### src/rtl/stream_width_packer_pkg.sv
// Shared stream helpers: lane-mask function, index-width helper and the
// packed-lane typedef pattern used by width-converting stream stages.
package stream_pkg;

    localparam int MAX_RATIO    = 32;
    localparam int DEF_IN_WIDTH = 8;
    localparam int DEF_RATIO    = 4;

    // Width of a lane index for a given ratio; never collapses to zero bits.
    function automatic int idx_w(input int ratio);
        return (ratio > 1) ? $clog2(ratio) : 1;
    endfunction

    // Lanes 0..idx set, everything above cleared: (1 << (idx+1)) - 1.
    function automatic logic [MAX_RATIO-1:0] keep_mask(input int unsigned idx);
        logic [MAX_RATIO-1:0] m;
        m = '0;
        for (int unsigned i = 0; i < MAX_RATIO; i++) begin
            if (i <= idx) m[i] = 1'b1;
        end
        return m;
    endfunction

    typedef logic [DEF_RATIO-1:0][DEF_IN_WIDTH-1:0] lanes_t;

endpackage

### src/rtl/stream_width_packer_if.sv
// Narrow-in / wide-out stream bundle; slave is the packer, master its environment.
interface stream_width_packer_if #(
    parameter int IN_WIDTH = 8,
    parameter int RATIO    = 4
);
    localparam int OUT_WIDTH = IN_WIDTH * RATIO;

    logic [IN_WIDTH-1:0]  in_data;
    logic                 in_valid;
    logic                 in_last;
    logic                 in_ready;
    logic [OUT_WIDTH-1:0] out_data;
    logic [RATIO-1:0]     out_keep;
    logic                 out_valid;
    logic                 out_ready;

    modport master (
        output in_data, in_valid, in_last, out_ready,
        input  in_ready, out_data, out_keep, out_valid
    );

    modport slave (
        input  in_data, in_valid, in_last, out_ready,
        output in_ready, out_data, out_keep, out_valid
    );
endinterface

### src/rtl/stream_width_packer_out_reg.sv
// Output holding register with valid/ready; load replaces the word, clear flushes it.
module stream_out_reg #(
    parameter int WIDTH = 8
) (
    input  logic             clk,
    input  logic             rstn,
    input  logic             clear,
    input  logic             load,
    input  logic [WIDTH-1:0] load_data,
    input  logic             ready,
    output logic             valid,
    output logic [WIDTH-1:0] data
);
    // Caller only asserts load when the slot is free or draining this cycle,
    // so a held word is never overwritten.
    always_ff @(posedge clk or negedge rstn) begin
        if (!rstn) begin
            valid <= 1'b0;
            data  <= '0;
        end else if (clear) begin
            valid <= 1'b0;
            data  <= '0;
        end else if (load) begin
            valid <= 1'b1;
            data  <= load_data;
        end else if (valid && ready) begin
            valid <= 1'b0;
        end
    end
endmodule

### src/rtl/stream_width_packer.sv
// Packs RATIO narrow beats (or fewer, on in_last) into one wide word with a lane-keep mask.
module stream_width_packer
    import stream_pkg::*;
#(
    parameter int IN_WIDTH = 8,
    parameter int RATIO    = 4
) (
    input  logic                 clk,
    input  logic                 rstn,
    input  logic                 clear,
    stream_width_packer_if.slave bus
);
    localparam int OUT_WIDTH = IN_WIDTH * RATIO;
    localparam int WORD_W    = OUT_WIDTH + RATIO;
    localparam int IDX_W     = idx_w(RATIO);

    typedef logic [RATIO-1:0][IN_WIDTH-1:0] word_lanes_t;

    logic [IDX_W-1:0] idx_q;
    word_lanes_t      acc_q;
    word_lanes_t      acc_nxt;
    logic [RATIO-1:0] keep_nxt;
    logic             in_ready;
    logic             in_hs;
    logic             last_lane;
    logic             complete;
    logic             out_valid;
    logic [WORD_W-1:0] word_q;

    assign in_ready  = !out_valid || bus.out_ready;
    assign in_hs     = bus.in_valid && in_ready;
    assign last_lane = (idx_q == IDX_W'(RATIO - 1));
    assign complete  = in_hs && (last_lane || bus.in_last);
    assign keep_nxt  = RATIO'(keep_mask(32'(idx_q)));

    // Lanes above idx are already zero because the accumulator is cleared
    // on every completion, so the merged value is the finished word as-is.
    always_comb begin
        acc_nxt        = acc_q;
        acc_nxt[idx_q] = bus.in_data;
    end

    always_ff @(posedge clk or negedge rstn) begin
        if (!rstn) begin
            idx_q <= '0;
            acc_q <= '0;
        end else if (clear) begin
            idx_q <= '0;
            acc_q <= '0;
        end else if (complete) begin
            idx_q <= '0;
            acc_q <= '0;
        end else if (in_hs) begin
            idx_q <= idx_q + IDX_W'(1);
            acc_q <= acc_nxt;
        end
    end

    stream_out_reg #(
        .WIDTH(WORD_W)
    ) u_out_reg (
        .clk      (clk),
        .rstn     (rstn),
        .clear    (clear),
        .load     (complete),
        .load_data({keep_nxt, acc_nxt}),
        .ready    (bus.out_ready),
        .valid    (out_valid),
        .data     (word_q)
    );

    assign bus.in_ready  = in_ready;
    assign bus.out_valid = out_valid;
    assign bus.out_data  = word_q[OUT_WIDTH-1:0];
    assign bus.out_keep  = word_q[WORD_W-1:OUT_WIDTH];
endmodule

### src/flat_wrapper.sv
// flat-port wrapper written by rule: the top's interface ports become plain ports
module stream_width_packer_flat import stream_pkg::*;
#(
    parameter int IN_WIDTH = 8,
    parameter int RATIO    = 4
)
  (clk, rstn, clear, bus_in_data, bus_in_valid, bus_in_last, bus_out_ready, bus_in_ready, bus_out_data, bus_out_keep, bus_out_valid);
  stream_width_packer_if #(.IN_WIDTH(IN_WIDTH), .RATIO(RATIO)) bus_i ();
  input  logic clk;
  input  logic rstn;
  input  logic clear;
  input wire logic [$bits(bus_i.in_data)-1:0] bus_in_data;
  input wire logic [$bits(bus_i.in_valid)-1:0] bus_in_valid;
  input wire logic [$bits(bus_i.in_last)-1:0] bus_in_last;
  input wire logic [$bits(bus_i.out_ready)-1:0] bus_out_ready;
  output wire logic [$bits(bus_i.in_ready)-1:0] bus_in_ready;
  output wire logic [$bits(bus_i.out_data)-1:0] bus_out_data;
  output wire logic [$bits(bus_i.out_keep)-1:0] bus_out_keep;
  output wire logic [$bits(bus_i.out_valid)-1:0] bus_out_valid;
  assign bus_i.in_data = bus_in_data;
  assign bus_i.in_valid = bus_in_valid;
  assign bus_i.in_last = bus_in_last;
  assign bus_i.out_ready = bus_out_ready;
  assign bus_in_ready = bus_i.in_ready;
  assign bus_out_data = bus_i.out_data;
  assign bus_out_keep = bus_i.out_keep;
  assign bus_out_valid = bus_i.out_valid;
  stream_width_packer #(.IN_WIDTH(IN_WIDTH), .RATIO(RATIO)) u_core (.clk(clk), .rstn(rstn), .clear(clear), .bus(bus_i));
endmodule
### config.mk
export PLATFORM = sky130hd
export DESIGN_NAME = stream_width_packer_flat
export DESIGN_NICKNAME = d
export VERILOG_FILES = /design/src/rtl/stream_width_packer_pkg.sv /design/src/rtl/stream_width_packer_if.sv /design/src/rtl/stream_width_packer_out_reg.sv /design/src/rtl/stream_width_packer.sv /design/src/flat_wrapper.sv
export SDC_FILE = /design/constraint.sdc
export NUM_CORES = 1
export LEC_CHECK = 0
export CAP_MARGIN = 10
export CORE_MARGIN = 2
export CORE_UTILIZATION = 58
export DETAILED_ROUTE_END_ITERATION = 10
export DONT_BUFFER_PORTS = 1
export PLACE_DENSITY = 0.76
export RECOVER_POWER = 100
export SLEW_MARGIN = 20
export SYNTH_ARGS = -nofsm -noshare
export SYNTH_HDL_FRONTEND = slang
export SYNTH_SLANG_ARGS = --single-unit
### constraint.sdc
create_clock -name clk -period 1.9 [get_ports clk]
set_input_delay 0.57 -clock clk [delete_from_list [all_inputs] [get_ports clk]]
set_output_delay 0.57 -clock clk [all_outputs]
set_load 0.02 [all_outputs]
=== Yosys cells after proc, flatten, opt, wreduce, memory -nomap -nowiden ===
Cells that the tools add are included.

* Reductions and logical operators: 10
* Add/sub/neg operators: 1
* Bitwise logic cells: 0
* $lt $le $gt $ge: 5
* Shifts and indexed selects: 0
* Multipliers: 0
* Eq/ne operators: 1
* Mux-type cells: 17
* Divide/modulo/power cells: 0

{| class="wikitable"
|+ Operators with widths
! cell !! number
|-
| $mux 32 || 3
|-
| $mux 36 || 2
|-
| $bwmux 32 || 1
|-
| $demux 8 s2 || 1
|-
| $mux 8 || 1
|-
| $mux 1 || 6
|-
| $mux 2 || 3
|-
| $reduce_bool 3->1 || 2
|-
| $le 2x2->1 const A || 2
|-
| $logic_and 1x1->1 || 4
|-
| $lt 2x3->1 const B || 1
|-
| $add 2x1->2 const B || 1
|-
| $eq 2x2->1 const B || 1
|-
| $ge 2x1->1 const B || 1
|-
| $le 1x2->1 const A || 1
|-
| $logic_or 1x1->1 || 2
|-
| $reduce_bool 2->1 || 1
|-
| $logic_not 1->1 || 1
|}

* Register bits: 71
* Output and inout port bits: 38
* Memories: 0
* RAM bits: 0
* ROM bits: 0
* Word-level logic and storage cells: 41
* Latch bits: 0

=== Depth between registers and ports, before layout ===
* Depth after elaboration: 8
* Gate-level depth with buffers: 8
* Depth with buffers taken out: 5

=== Hierarchy ===
Synthesis repeated with hierarchy kept, for this count alone.

* Cell total of the unflattened synthesis: 316
* Area total of the unflattened synthesis: 3548.4 um^2

{| class="wikitable"
|+ Modules (own cells, without submodules)
! module !! sequential area each (um^2) !! area each (um^2) !! cells an instance !! instances
|-
| stream_width_packer || 850.8 || 2021.9 || 196 || 1
|-
| stream_out_reg || 925.9 || 1526.5 || 120 || 1
|}

=== Least setup slack after synthesis ===
No wires, ideal clock.

* Kind: input -> output
* From: in bus_out_ready
* To: out bus_in_ready
* Arrival: 1.368 ns
* Path buffers: 3
* Data required time: 1.330 ns
* Slack: -0.038 ns
* Cell stages on the path: 4
* Cells stage by stage: nand2b_1 -> buf_2 -> buf_2 -> buf_1

* Longest elaborated chain between the ends: 1

{| class="wikitable"
|+ Ends and longest elaborated chain
! item !! RTL line !! source
|-
| start, declared || flat_wrapper.sv:15 || <nowiki>input wire logic [$bits(bus_i.out_ready)-1:0] bus_out_ready;</nowiki>
|-
| $logic_or 1x1->1 || stream_width_packer.sv:30 || <nowiki>assign in_ready = !out_valid || bus.out_ready;</nowiki>
|-
| end, declared || flat_wrapper.sv:16 || <nowiki>output wire logic [$bits(bus_i.in_ready)-1:0] bus_in_ready;</nowiki>
|}

No other way between the ends.

=== Worst setup path in the final report ===
* From: reg u_core.idx_q[0]
* To: reg u_core.u_out_reg.data[14]

* Longest elaborated chain between the ends: 7
* Elaborated cells between the ends (all ways): 12

{| class="wikitable"
|+ Ends and longest elaborated chain
! item !! RTL line !! source
|-
| start, declared || stream_width_packer.sv:19 || <nowiki>logic [IDX_W-1:0] idx_q;</nowiki>
|-
| start signal, assigned || stream_width_packer.sv:54 || <nowiki>idx_q <= idx_q + IDX_W'(1);</nowiki>
|-
| $lt 2x3->1 (implied by the code) or $ge 2x1->1 (tied branches) || stream_width_packer.sv:40 || <nowiki>acc_nxt[idx_q] = bus.in_data;</nowiki>
|-
| $logic_and 1x1->1 (implied by the code) || stream_width_packer.sv:40 ||
|-
| $mux 8 (implied by the code) || stream_width_packer.sv:40 ||
|-
| $demux 8 s2 || - ||
|-
| $bwmux 32 || stream_width_packer.sv:40 ||
|-
| $mux 36 || stream_width_packer_out_reg.sv:23 || <nowiki>end else if (load) begin</nowiki>
|-
| $mux 36 || stream_width_packer_out_reg.sv:20 || <nowiki>end else if (clear) begin</nowiki>
|-
| end signal, assigned || stream_width_packer_out_reg.sv:25 || <nowiki>data <= load_data;</nowiki>
|-
| end, declared || stream_width_packer_out_reg.sv:12 || <nowiki>output logic [WIDTH-1:0] data</nowiki>
|}

Parallel ways exist; a longest one is shown, timed or not. The select of a mux whose other input is x is not followed.
A chain may end at the register's enable or synchronous reset.

==> reports/results.ini <==
[logic_synthesis]
synth_seq_area_share_pct = 43.5
synth-edff-count = 0
yosys_register_bits = 71
yosysTopAreaCellShare_pct = 43.5
avgSynthCellArea_um2 = 9.93
synth.area.top_cells = dfrtp_1, a211oi_2, a211o_1, nand3_1, mux2i_1
synth_cells = 411
async_flop_share_pct = 100
syn-cell-area_um2 = 4080
synth_top_cell_by_area = dfrtp_1
synth_ff_type = dfrtp_1
synth_nets = 431
synth.distinct_cells = 29
yosys_warnings = 0

[global_routing]
grt_usage_pct = 26.5
antenna_found_initial = 0
grt_pass1_wl_um = 15700
globalRouteOverflowTotal = 0
first_global_vias = 3039
grt_max_degree = 81

[clock_tree]
cts_tree = done
clk-insertion-delay-late_ns = 0.36
cts_setup_buffers = 0
cts_htree_levels = 3
numCtsBuffers = 9
path_clk_slew_ns = 0.08
clk_root_buffer_cell = clkbuf_8
cts.repair.resized = 0
clockBufferDepth = 2
cts_sinks = 71

[run_status]
outcome = complete, but fails checks
failed_checks = hold timing

[die]
start_util_pct = 60.1
ioPinCount = 52
fp.dieH_um = 87.9
dieArea_um2 = 7730
num_rows = 30
core_area_um2 = 6790
die_w_um = 87.9

[flow_run]
drv_cap = 0

[timing]
final.setup_skew_ns = 0.00857
worst_pin_slew_ns = 0.396
period_needed_ns = 1.80
fmax_mhz = 554
slew-limit-headroom_pct = 73.6
finalSetupTns_ns = 0
fin_hold_ws_ns = -0.0989
finalWorstSetupSlack_ns = 0.0964
rsz0062_at_grt = false
min_period_over_period_pct = 94.9
hold_viol = 71
setup_violations = 0
final_max_slew_viol_count = 0

[critical_path]
cp.arrival_ns = 2.08
crit_fanout = 17
path_class = reg2reg
crit_chain = ha_1, or2_0, and3_4, buf_4, a211oi_1
crit_path_end_kind = flip-flop
setup.worst_path.start_class = flip-flop
crit_buf_inv = 1
required_ns = 2.17
crit_slowest_cell = dfrtp_1
slowest_delay_ns = 0.44
path_delay_family = simple AND/OR/NAND/NOR gates

[drt]
drtIter0Drc = 315
vias = 3176
via_per_inst = 6.48
wl_um = 9580
ant_nets = 0
first_pass_iters = 4
drc_errors = 0
wl_per_cell_um = 19.6

[finish]
final_net_count = 409
areaGrowthSynthToFinish_pct = 6.22
num-fill-cells = 542
drive_gt1_share_pct = 14.2
antenna_cells = 0

[min_path]
hold_path_class = in2async

[pwr]
power.density_nw_per_um2 = 804
peakVddDrop_mv = 0.560
p_leak_nw = 1.75

[placement]
portBuffers = 0
hpwl_um = 5730
dpl_worst_slack_ns = 0.199
place_congestion = 0.767

## metrics by stage
| step | power, W | std cells | hold slack (ns) | util [%] | cell area (um2) |
|---|---|---|---|---|---|
| after floorplan | 0.00200 | 411 | 0.274 | - | 4080 |
| after global placement | 0.00202 | 474 | 0.276 | 61.2 | 4160 |
| after detailed placement | 0.00203 | 474 | 0.276 | 61.2 | 4160 |
| after CTS | 0.00351 | 490 | -0.107 | 64.8 | 4400 |
| after global routing | 0.00360 | 490 | -0.110 | 63.8 | 4340 |
| final | 0.00349 | 490 | -0.0989 | 63.8 | 4340 |
## logic make-up after synthesis
logic type / share of synthesized area [%]
buffers and inverters: 9.01
flip-flops: 43.5
AND/OR/NAND/NOR: 16.3
AO/OA/AOI/OAI: 22.9
multiplexers: 6.44
adder cells (fa/ha/maj): 1.84
## flip-flops by register name, summed over array words and instances (netlist names)
name and flops:
u_core.u_out_reg.data 36, u_core.acc_q 32, u_core.idx_q 2, u_core.u_out_reg.valid 1
## cell usage after synthesis, types with 2 or more instances
| cell type | instances |
|---|---|
| clkbuf_1 | 30 |
| buf_6 | 5 |
| dfrtp_1 | 71 |
| a211oi_1 | 3 |
| mux2i_1 | 24 |
| nand4_1 | 29 |
| inv_1 | 35 |
| nand2b_1 | 4 |
| and2_1 | 14 |
| a31oi_1 | 32 |
| buf_1 | 6 |
| o21a_1 | 3 |
| buf_2 | 9 |
| ha_1 | 6 |
| a211o_1 | 29 |
| a21oi_1 | 12 |
| mux2_2 | 2 |
| a211oi_2 | 29 |
| nand3b_1 | 9 |
| nand3_1 | 50 |
## power breakdown
part	switching (W)	internal (W)
clock network	0.000594	0.000903
registers	0.000104	0.00157
logic	0.000185	0.000131
## worst register-to-register path: cells and delay by family, from the launching register on
| kind | cells | cell delay [ns] |
|---|---|---|
| simple gates | 2 | 0.57 |
| flops | 1 | 0.44 |
| buf+inv | 1 | 0.24 |
| compound gates | 1 | 0.24 |
| fa+ha+maj | 1 | 0.23 |
## area by class of cell
class	count	area, um2	area share [%]
Clock inverter	6	108	2.48
Tap cell	96	120	2.77
Clock buffer	10	138	3.17
Multi-Input combinational cell	255	1910	44.1
Inverter	35	131	3.03
Timing Repair Buffer	17	151	3.49
Sequential cell	71	1780	41.0
## layout by cell type, fill, tap and decap left out, types with 2 or more instances in the layout
cell type / n
buf_12: 3
bufinv_16: 3
clkbuf_1: 3
buf_4: 10
a211oi_1: 11
nand4_1: 29
mux2_2: 2
nand3b_1: 9
clkinv_2: 2
a211oi_2: 21
mux2i_1: 24
a211o_1: 29
a21oi_1: 12
inv_1: 35
nand3_1: 50
a31oi_1: 32
ha_1: 6
clkbuf_8: 10
nand2b_1: 3
o21a_1: 3
dfrtp_1: 71
and2_1: 14
## final timing paths
| kind | from | to | slack, ns | depth (start not counted) |
|---|---|---|---|---|
| max in group asynchronous | rstn | u_core.acc_q[24]$_DFFE_PN0P_ | 1.88 | 0 |
| min reg2reg | u_core.acc_q[28]$_DFFE_PN0P_ | u_core.acc_q[28]$_DFFE_PN0P_ | 0.49 | 1 |
| min | rstn | u_core.u_out_reg.data[1]$_DFFE_PN0P_ | -0.1 | 0 |
| max reg2reg | u_core.idx_q[0]$_DFFE_PN0P_ | u_core.u_out_reg.data[14]$_DFFE_PN0P_ | 0.1 | 5 |
| max | u_core.idx_q[0]$_DFFE_PN0P_ | u_core.u_out_reg.data[14]$_DFFE_PN0P_ | 0.1 | 5 |
| min in group clk | clear | u_core.u_out_reg.data[3]$_DFFE_PN0P_ | 0.26 | 1 |
## layer usage
| layer | GRT usage [%] | vias up | part of all wire, % |
|---|---|---|---|
| li1 | - | 1492 | - |
| met1 | 38.3 | 1584 | 43 |
| met2 | 39.4 | 82 | 49 |
| met3 | 5.47 | 18 | 5.9 |
| met4 | 10.5 | 0 | 2.0 |
| met5 | 0 | - | 0 |
(Power assumes the default switching activity.)
